<file path="src/rtl/uart_rx_frontend_if.sv">
// FIFO-side bundle of the UART receive front end: write port plus status flags.
interface uart_rx_frontend_if #(
  parameter int DATA_WIDTH = 8
);
  logic [DATA_WIDTH-1:0] o_data;
  logic                  o_write;
  logic                  o_frame_error;
  logic                  o_overrun;
  logic                  i_fifo_full;

  modport master (output o_data, o_write, o_frame_error, o_overrun, input i_fifo_full);
  modport slave  (input o_data, o_write, o_frame_error, o_overrun, output i_fifo_full);
endinterface

</file>
<file path="src/rtl/uart_rx_frontend.sv">
// UART receiver front end: 2-flop sync, start-bit validation, LSB-first sampling
// on a 16x oversampling tick, and one-cycle write/frame-error/overrun strobes.
module uart_rx_frontend #(
  parameter int DATA_WIDTH = 8,
  parameter int OVERSAMPLE = 16,
  parameter int STOP_TICKS = 16
) (
  input  logic                i_clock,
  input  logic                i_reset,
  input  logic                i_tick,
  input  logic                i_rx,
  uart_rx_frontend_if.master  rx_if
);

  localparam int TMAX = (OVERSAMPLE > STOP_TICKS) ? OVERSAMPLE : STOP_TICKS;
  localparam int CW   = (TMAX > 1) ? $clog2(TMAX) : 1;
  localparam int BW   = (DATA_WIDTH > 1) ? $clog2(DATA_WIDTH) : 1;

  localparam logic [CW-1:0] C_MID  = CW'(OVERSAMPLE / 2 - 1);
  localparam logic [CW-1:0] C_BIT  = CW'(OVERSAMPLE - 1);
  localparam logic [CW-1:0] C_STOP = CW'(STOP_TICKS - 1);
  localparam logic [BW-1:0] C_LAST = BW'(DATA_WIDTH - 1);

  typedef enum logic [2:0] {
    S_IDLE,
    S_START,
    S_DATA,
    S_STOP,
    S_BREAK
  } state_t;

  state_t                r_state,    w_state;
  logic [1:0]            r_sync;
  logic [CW-1:0]         r_tick_cnt, w_tick_cnt;
  logic [BW-1:0]         r_bit_cnt,  w_bit_cnt;
  logic [DATA_WIDTH-1:0] r_shift,    w_shift;
  logic [DATA_WIDTH-1:0] r_data,     w_data;
  logic                  r_write,    w_write;
  logic                  r_ferr,     w_ferr;
  logic                  r_ovr,      w_ovr;
  logic                  w_rx;

  // Line idles high, so the synchroniser resets to 1 to avoid a false start.
  always_ff @(posedge i_clock or posedge i_reset) begin
    if (i_reset) r_sync <= 2'b11;
    else         r_sync <= {r_sync[0], i_rx};
  end

  assign w_rx = r_sync[1];

  always_ff @(posedge i_clock or posedge i_reset) begin
    if (i_reset) begin
      r_state    <= S_IDLE;
      r_tick_cnt <= '0;
      r_bit_cnt  <= '0;
      r_shift    <= '0;
      r_data     <= '0;
      r_write    <= 1'b0;
      r_ferr     <= 1'b0;
      r_ovr      <= 1'b0;
    end else begin
      r_state    <= w_state;
      r_tick_cnt <= w_tick_cnt;
      r_bit_cnt  <= w_bit_cnt;
      r_shift    <= w_shift;
      r_data     <= w_data;
      r_write    <= w_write;
      r_ferr     <= w_ferr;
      r_ovr      <= w_ovr;
    end
  end

  always_comb begin
    w_state    = r_state;
    w_tick_cnt = r_tick_cnt;
    w_bit_cnt  = r_bit_cnt;
    w_shift    = r_shift;
    w_data     = r_data;
    w_write    = 1'b0;
    w_ferr     = 1'b0;
    w_ovr      = 1'b0;
    case (r_state)
      S_IDLE: begin
        if (!w_rx) w_state = S_START;
      end
      S_START: begin
        if (i_tick) begin
          if (r_tick_cnt == C_MID) begin
            if (!w_rx) begin
              w_state   = S_DATA;
              w_bit_cnt = '0;
            end else begin
              w_state   = S_IDLE;
            end
          end else begin
            w_tick_cnt = r_tick_cnt + 1'b1;
          end
        end
      end
      S_DATA: begin
        if (i_tick) begin
          if (r_tick_cnt == C_BIT) begin
            w_shift    = {w_rx, r_shift[DATA_WIDTH-1:1]};
            w_tick_cnt = '0;
            if (r_bit_cnt == C_LAST) begin
              w_state   = S_STOP;
              w_bit_cnt = '0;
            end else begin
              w_bit_cnt = r_bit_cnt + 1'b1;
            end
          end else begin
            w_tick_cnt = r_tick_cnt + 1'b1;
          end
        end
      end
      S_STOP: begin
        if (i_tick) begin
          if (r_tick_cnt == C_STOP) begin
            if (w_rx) begin
              w_state = S_IDLE;
              if (!rx_if.i_fifo_full) begin
                w_data  = r_shift;
                w_write = 1'b1;
              end else begin
                w_ovr   = 1'b1;
              end
            end else begin
              w_ferr  = 1'b1;
              w_state = S_BREAK;
            end
          end else begin
            w_tick_cnt = r_tick_cnt + 1'b1;
          end
        end
      end
      S_BREAK: begin
        // Held-low line must return high before another start can be seen.
        if (w_rx) w_state = S_IDLE;
      end
      default: w_state = S_IDLE;
    endcase
    if (w_state != r_state) w_tick_cnt = '0;
  end

  assign rx_if.o_data        = r_data;
  assign rx_if.o_write       = r_write;
  assign rx_if.o_frame_error = r_ferr;
  assign rx_if.o_overrun     = r_ovr;

endmodule

</file>
<file path="src/flat_wrapper.sv">
// flat-port wrapper written by rule: the top's interface ports become plain ports
module uart_rx_frontend_flat 
#(
  parameter int DATA_WIDTH = 8,
  parameter int OVERSAMPLE = 16,
  parameter int STOP_TICKS = 16
)
  (i_clock, i_reset, i_tick, i_rx, rx_if_o_data, rx_if_o_write, rx_if_o_frame_error, rx_if_o_overrun, rx_if_i_fifo_full);
  uart_rx_frontend_if #(.DATA_WIDTH(DATA_WIDTH)) rx_if_i ();
  input  logic i_clock;
  input  logic i_reset;
  input  logic i_tick;
  input  logic i_rx;
  output wire logic [$bits(rx_if_i.o_data)-1:0] rx_if_o_data;
  output wire logic [$bits(rx_if_i.o_write)-1:0] rx_if_o_write;
  output wire logic [$bits(rx_if_i.o_frame_error)-1:0] rx_if_o_frame_error;
  output wire logic [$bits(rx_if_i.o_overrun)-1:0] rx_if_o_overrun;
  input wire logic [$bits(rx_if_i.i_fifo_full)-1:0] rx_if_i_fifo_full;
  assign rx_if_o_data = rx_if_i.o_data;
  assign rx_if_o_write = rx_if_i.o_write;
  assign rx_if_o_frame_error = rx_if_i.o_frame_error;
  assign rx_if_o_overrun = rx_if_i.o_overrun;
  assign rx_if_i.i_fifo_full = rx_if_i_fifo_full;
  uart_rx_frontend #(.DATA_WIDTH(DATA_WIDTH), .OVERSAMPLE(OVERSAMPLE), .STOP_TICKS(STOP_TICKS)) u_core (.i_clock(i_clock), .i_reset(i_reset), .i_tick(i_tick), .i_rx(i_rx), .rx_if(rx_if_i));
endmodule
</file>
<file path="config.mk">
export PLATFORM = sky130hd
export DESIGN_NAME = uart_rx_frontend_flat
export DESIGN_NICKNAME = d
export VERILOG_FILES = /design/src/rtl/uart_rx_frontend_if.sv /design/src/rtl/uart_rx_frontend.sv /design/src/flat_wrapper.sv
export SDC_FILE = /design/constraint.sdc
export NUM_CORES = 1
export LEC_CHECK = 0
export ABC_AREA = 1
export BUFFER_PORTS_ARGS = -buffer_cell sky130_fd_sc_hd__buf_4
export CAP_MARGIN = 40
export CORE_MARGIN = 1
export CORE_UTILIZATION = 48
export CTS_BUF_LIST = sky130_fd_sc_hd__clkbuf_16
export CTS_CLUSTER_DIAMETER = 30
export DETAILED_ROUTE_END_ITERATION = 8
export PLACE_DENSITY = 0.73
export SYNTH_ARGS = -nofsm -noshare
export SYNTH_HDL_FRONTEND = slang
export SYNTH_SLANG_ARGS = --single-unit
</file>
<file path="constraint.sdc">
create_clock -name i_clock -period 1.9 [get_ports i_clock]
set_input_delay 0.19 -clock i_clock [delete_from_list [all_inputs] [get_ports i_clock]]
set_output_delay 0.19 -clock i_clock [all_outputs]
set_load 0.1 [all_outputs]
</file>
---- Word-level counts from Yosys, hierarchy flattened ----
Cells that the tools add are included.
word-level totals
  register bits ........................... 31
  bits of input ports ..................... 5
  word-level logic and storage cells ...... 78
operators by class
  $add $sub $neg .......................... 2
  bitwise gates (word level) .............. 1
  reductions and logical operators ........ 7
  muxes and demuxes ....................... 41
  eq/ne operators ......................... 18
operator list
  operator             count
  $mux 3               16
  $mux 4               7
  $pmux 3 s5           1
  $mux 1               14
  $pmux 4 s3           1
  $reduce_and 6->1     2
  $ne 3x2->1 const B   3
  $eq 3x2->1 const B   2
  $eq 3x3->1 const B   2
  $ne 2x2->1 const B   3
  $ne 3x3->1 const B   2
  $pmux 3 s2           1
  $reduce_and 5->1     1
  $add 4x1->4 const B  1
  $eq 4x3->1 const B   1
  $eq 4x4->1 const B   1
  $ne 2x1->1 const B   2
  $reduce_bool 4->1    1
  $add 3x1->3 const B  1
  $eq 3x1->1 const B   1
  $logic_not 3->1      1
  $ne 3x3->1           1
  $reduce_and 3->1     1
  $mux 2               1
  2 further kinds      2

---- Logic depth before layout (Yosys ltp) ----
  depth after elaboration ................. 8
  gate-level depth with buffers ........... 9
  depth with buffers taken out ............ 9

---- Worst setup path before layout ----
OpenSTA, ideal clock, no wires.
  kind .................................... register to register
  start point ............................. register u_core.r_tick_cnt[0]
  end point ............................... register u_core.r_data[1], in the netlist u_core.rx_if.o_data[1]
  setup time .............................. 121 ps
  slack ................................... 421 ps
  cell stages (with the launch flop) ...... 8
  required time ........................... 1779 ps
  data arrival time ....................... 1357 ps
  cell sequence ........................... dfrtp_1 ha_1 nand3_2 nor2_2 nand4_4 buf_6 nand2_2 o21ai_2
on the way
  cells in the longest elaborated chain, start to end .. 2
RTL lines
  what                        RTL line                 RTL
  from (decl)                 uart_rx_frontend.sv:34   logic [CW-1:0] r_tick_cnt, w_tick_cnt;
  from (signal assigned)      uart_rx_frontend.sv:63   r_tick_cnt <= w_tick_cnt;
  $eq 4x4->1                  uart_rx_frontend.sv:118  if (r_tick_cnt == C_STOP) begin
  $reduce_and 5->1 (no line)  n/a
  to (signal assigned)        uart_rx_frontend.sv:66   r_data <= w_data;
  to (decl)                   uart_rx_frontend.sv:37   logic [DATA_WIDTH-1:0] r_data, w_data;
Every way passes these cells.
A chain may end at the register's enable or synchronous reset.

---- Worst setup path after layout ----
  start point ............................. register u_core.r_tick_cnt[0]
  end point ............................... register u_core.r_data[4], in the netlist u_core.rx_if.o_data[4]
Same word-level chain as after synthesis.

==> results.cfg <==
[drt]
drt_iter0_markers = 81
drc = 0
vias = 1190
ant_nets = 0
wirelength_mm = 2.81
via_per_inst = 5.02
post_drt_wl_per_cell_um = 11.9
dr.pass1.iters = 4

[grt]
grt_pass1_wl_mm = 5.06
antenna_found_initial = 0
grt_max_degree = 32
grt.overflow.total = 0
grtUsageTotal_pct = 20.1
grt_pass1_vias = 1153

[layout]
seq_area_um2 = 778
fill_cells = 270
final_util_pct = 59.7
nNetsFinal = 200
stdcell_count = 237
diodes = 0
drive_gt1_share_pct = 27.5
syn_to_final_growth_pct = 17.7
multiInputGateArea_um2 = 636

[pwr]
vdd_drop_max_v = 0.000697
power_mw = 1.83
p_leak_nw = 0.920
p_per_area_mw_per_mm2 = 1000

[sta]
tns_ns = 0
hold_violations = 12
slew_violations = 0
worstMarginPinSlew_ns = 0.377
fmax_ghz = 0.595
finalSetupViolCount = 0
fin_crit_ns = 1.68
holdWs_ns = -0.00963
rsz0062_at_grt = no
finClkSkew_ns = 0.00430
slew_headroom_pct = 74.9
fin_crit_sh_pct = 88.5

[setup_path]
startpoint = u_core.r_tick_cnt[0]$_DFFE_PP0P_
ff2ff_path_depth = 6
cp-endpoint = u_core.rx_if.o_data[4]$_DFFE_PP0P_
timing.rr.end = u_core.rx_if.o_data[4]$_DFFE_PP0P_
cp.buffers_inverters = 0
crit_path_cell_trace = ha_1 > nand3_2 > nor2_2 > nand4_4 > nand2_1 > o21ai_2
r2r-start = u_core.r_tick_cnt[0]$_DFFE_PP0P_
crit_type = reg -> reg
arrival_ns = 1.84
critPathSlowestCell = dfrtp_1
critical_path.top_delay_family = simple AND/OR/NAND/NOR gates
path_max_fanout = 16
crit_required_ns = 2.06
max_stage_delay_ns = 0.40
crit_path_end_kind = register
cp.depth = 6
startpoint_type = register
r2r_slack_ns = 0.22

[floorplanning]
core_area_mm2 = 0.00305
die_area_mm2 = 0.00346
start_util_pct = 50.7
die_w_um = 58.8
rows = 20
pin_count = 16
die_h_um = 58.8

[synth]
synth_nets = 181
synth_edf_count = 0
synth-seq-cells = 31
postSynthCellCount = 173
syn_area_mm2 = 0.00155
ys_seq_area_share_pct = 50.2
yosysUniqueCellTypes = 23
ys_async_sr_fraction_pct = 100
avgSynthCellArea_um2 = 8.95
yosysWarnings = 0
ys.flop_type = dfrtp_1

[clocking]
path_clk_slew_ns = 0.05
ctsHoldBuffers = 0
cts_setup_buffers = 0
root_buffer = clkbuf_16
h-tree-depth = 2
clock_sinks = 31
tritoncts = done
clock_path_buffers = 2
cts_resized = 0
cts_made_buffers = 5
clk_latency_ns = 0.27

[outcome]
status = finished, violations left
violations = hold timing

[placement]
place_inst = 229
dp_hpwl_mm = 2.00
io_buffers = 15
place.gp.congestion = 0.880

[run]
maxCapViolCount = 0

[hold_path]
min_path_type = in -> async
==> cell families after synthesis <==
| group | count (synthesis) | share of synthesized area (%) |
|---|---|---|
| simple gates | 86 | 27.1 |
| buf+inv | 30 | 8.72 |
| compound gates | 23 | 11.5 |
| fa+ha+maj | 3 | 2.42 |
| flops | 31 | 50.2 |
==> through the flow <==
| stage | setup slack, ns | area, um^2 |
|---|---|---|
| final | 0.218 | 1820 |
| after CTS | 0.223 | 1820 |
| after floorplan | 0.421 | 1550 |
| after detailed placement | 0.233 | 1690 |
| after global routing | 0.0399 | 1820 |
| after global placement | 0.296 | 1690 |
==> layout by cell type (no fill, tap or decap), types with 5 or more instances in the layout <==
cell type | netlist | layout
buf_4 | 2 | 16
clkbuf_16 | 0 | 5
dfrtp_1 | 29 | 29
inv_1 | 23 | 24
nand2_1 | 45 | 45
nand3_1 | 13 | 13
nand4_1 | 6 | 6
nor2_1 | 10 | 10
o21ai_2 | 16 | 16
==> metal layers <==
metal	share of wire (%)	track usage (%)	routed length (um)	up-vias
met5	0	0	0	-
met4	1.6	10.2	46	0
met3	3.3	6.59	94	7
met2	53	32.6	1480	16
met1	42	23.9	1190	576
li1	-	-	-	591
==> final cells by class <==
cell class                      count  area share [%]
Inverter                           26            5.35
Multi-Input combinational cell    112            34.9
Clock inverter                      3           0.618
Clock buffer                        5            6.86
Timing Repair Buffer               16            6.59
Tap cell                           44            3.02
Sequential cell                    31            42.7
==> tightest hold or removal path, cell delays in order <==
cell   delay (ns)
buf_4        0.11
inv_1        0.04
buf_4        0.34
==> cells in the mapped netlist, types with 2 or more instances <==
master / count / area, um^2
nand2_1: 45 / 169
dfstp_2: 2 / 52.6
o21ai_0: 3 / 15.0
ha_1: 3 / 37.5
dfrtp_1: 29 / 726
nand4_1: 6 / 37.5
o21ai_2: 16 / 140
nand3_2: 3 / 30.0
buf_4: 2 / 15.0
nor2_2: 2 / 12.5
inv_2: 3 / 11.3
inv_1: 23 / 86.3
nand3_1: 13 / 65.1
buf_6: 2 / 22.5
nand2_2: 3 / 18.8
a21oi_1: 2 / 10.0
nor2_1: 10 / 37.5
==> power breakdown <==
group / internal, mW / total, mW / leakage, nW / switching (mW)
logic: 0.116 / 0.337 / 0.431 / 0.221
clock network: 0.469 / 0.727 / 0.0701 / 0.258
registers: 0.707 / 0.768 / 0.419 / 0.0611
==> state kept, by name, indices dropped and copies added, names as in the netlist <==
signal	flops
u_core.r_shift	8
u_core.rx_if.o_frame_error	1
u_core.rx_if.o_data	8
u_core.rx_if.o_write	1
u_core.r_bit_cnt	3
u_core.rx_if.o_overrun	1
u_core.r_tick_cnt	4
u_core.r_sync	2
u_core.r_state	3
==> how the worst min path moves through the flow <==
stage | end | slack, ns | cells past startpoint
final | u_core.r_tick_cnt[3]$_DFFE_PP0P_ | -0.01 | 3
after global routing | u_core.r_sync[0]$_DFF_PP1_ | 0.02 | 1
after CTS | u_core.r_bit_cnt[1]$_DFFE_PP0P_ | 0.01 | 3
after detailed placement | u_core.rx_if.o_write$_DFF_PP0_ | 0.30 | 3
after global placement | u_core.r_bit_cnt[1]$_DFFE_PP0P_ | 0.29 | 3
after floorplan | u_core.r_sync[0]$_DFF_PP1_ | 0.19 | 0
Note: power is estimated with default switching activity, not from simulation.
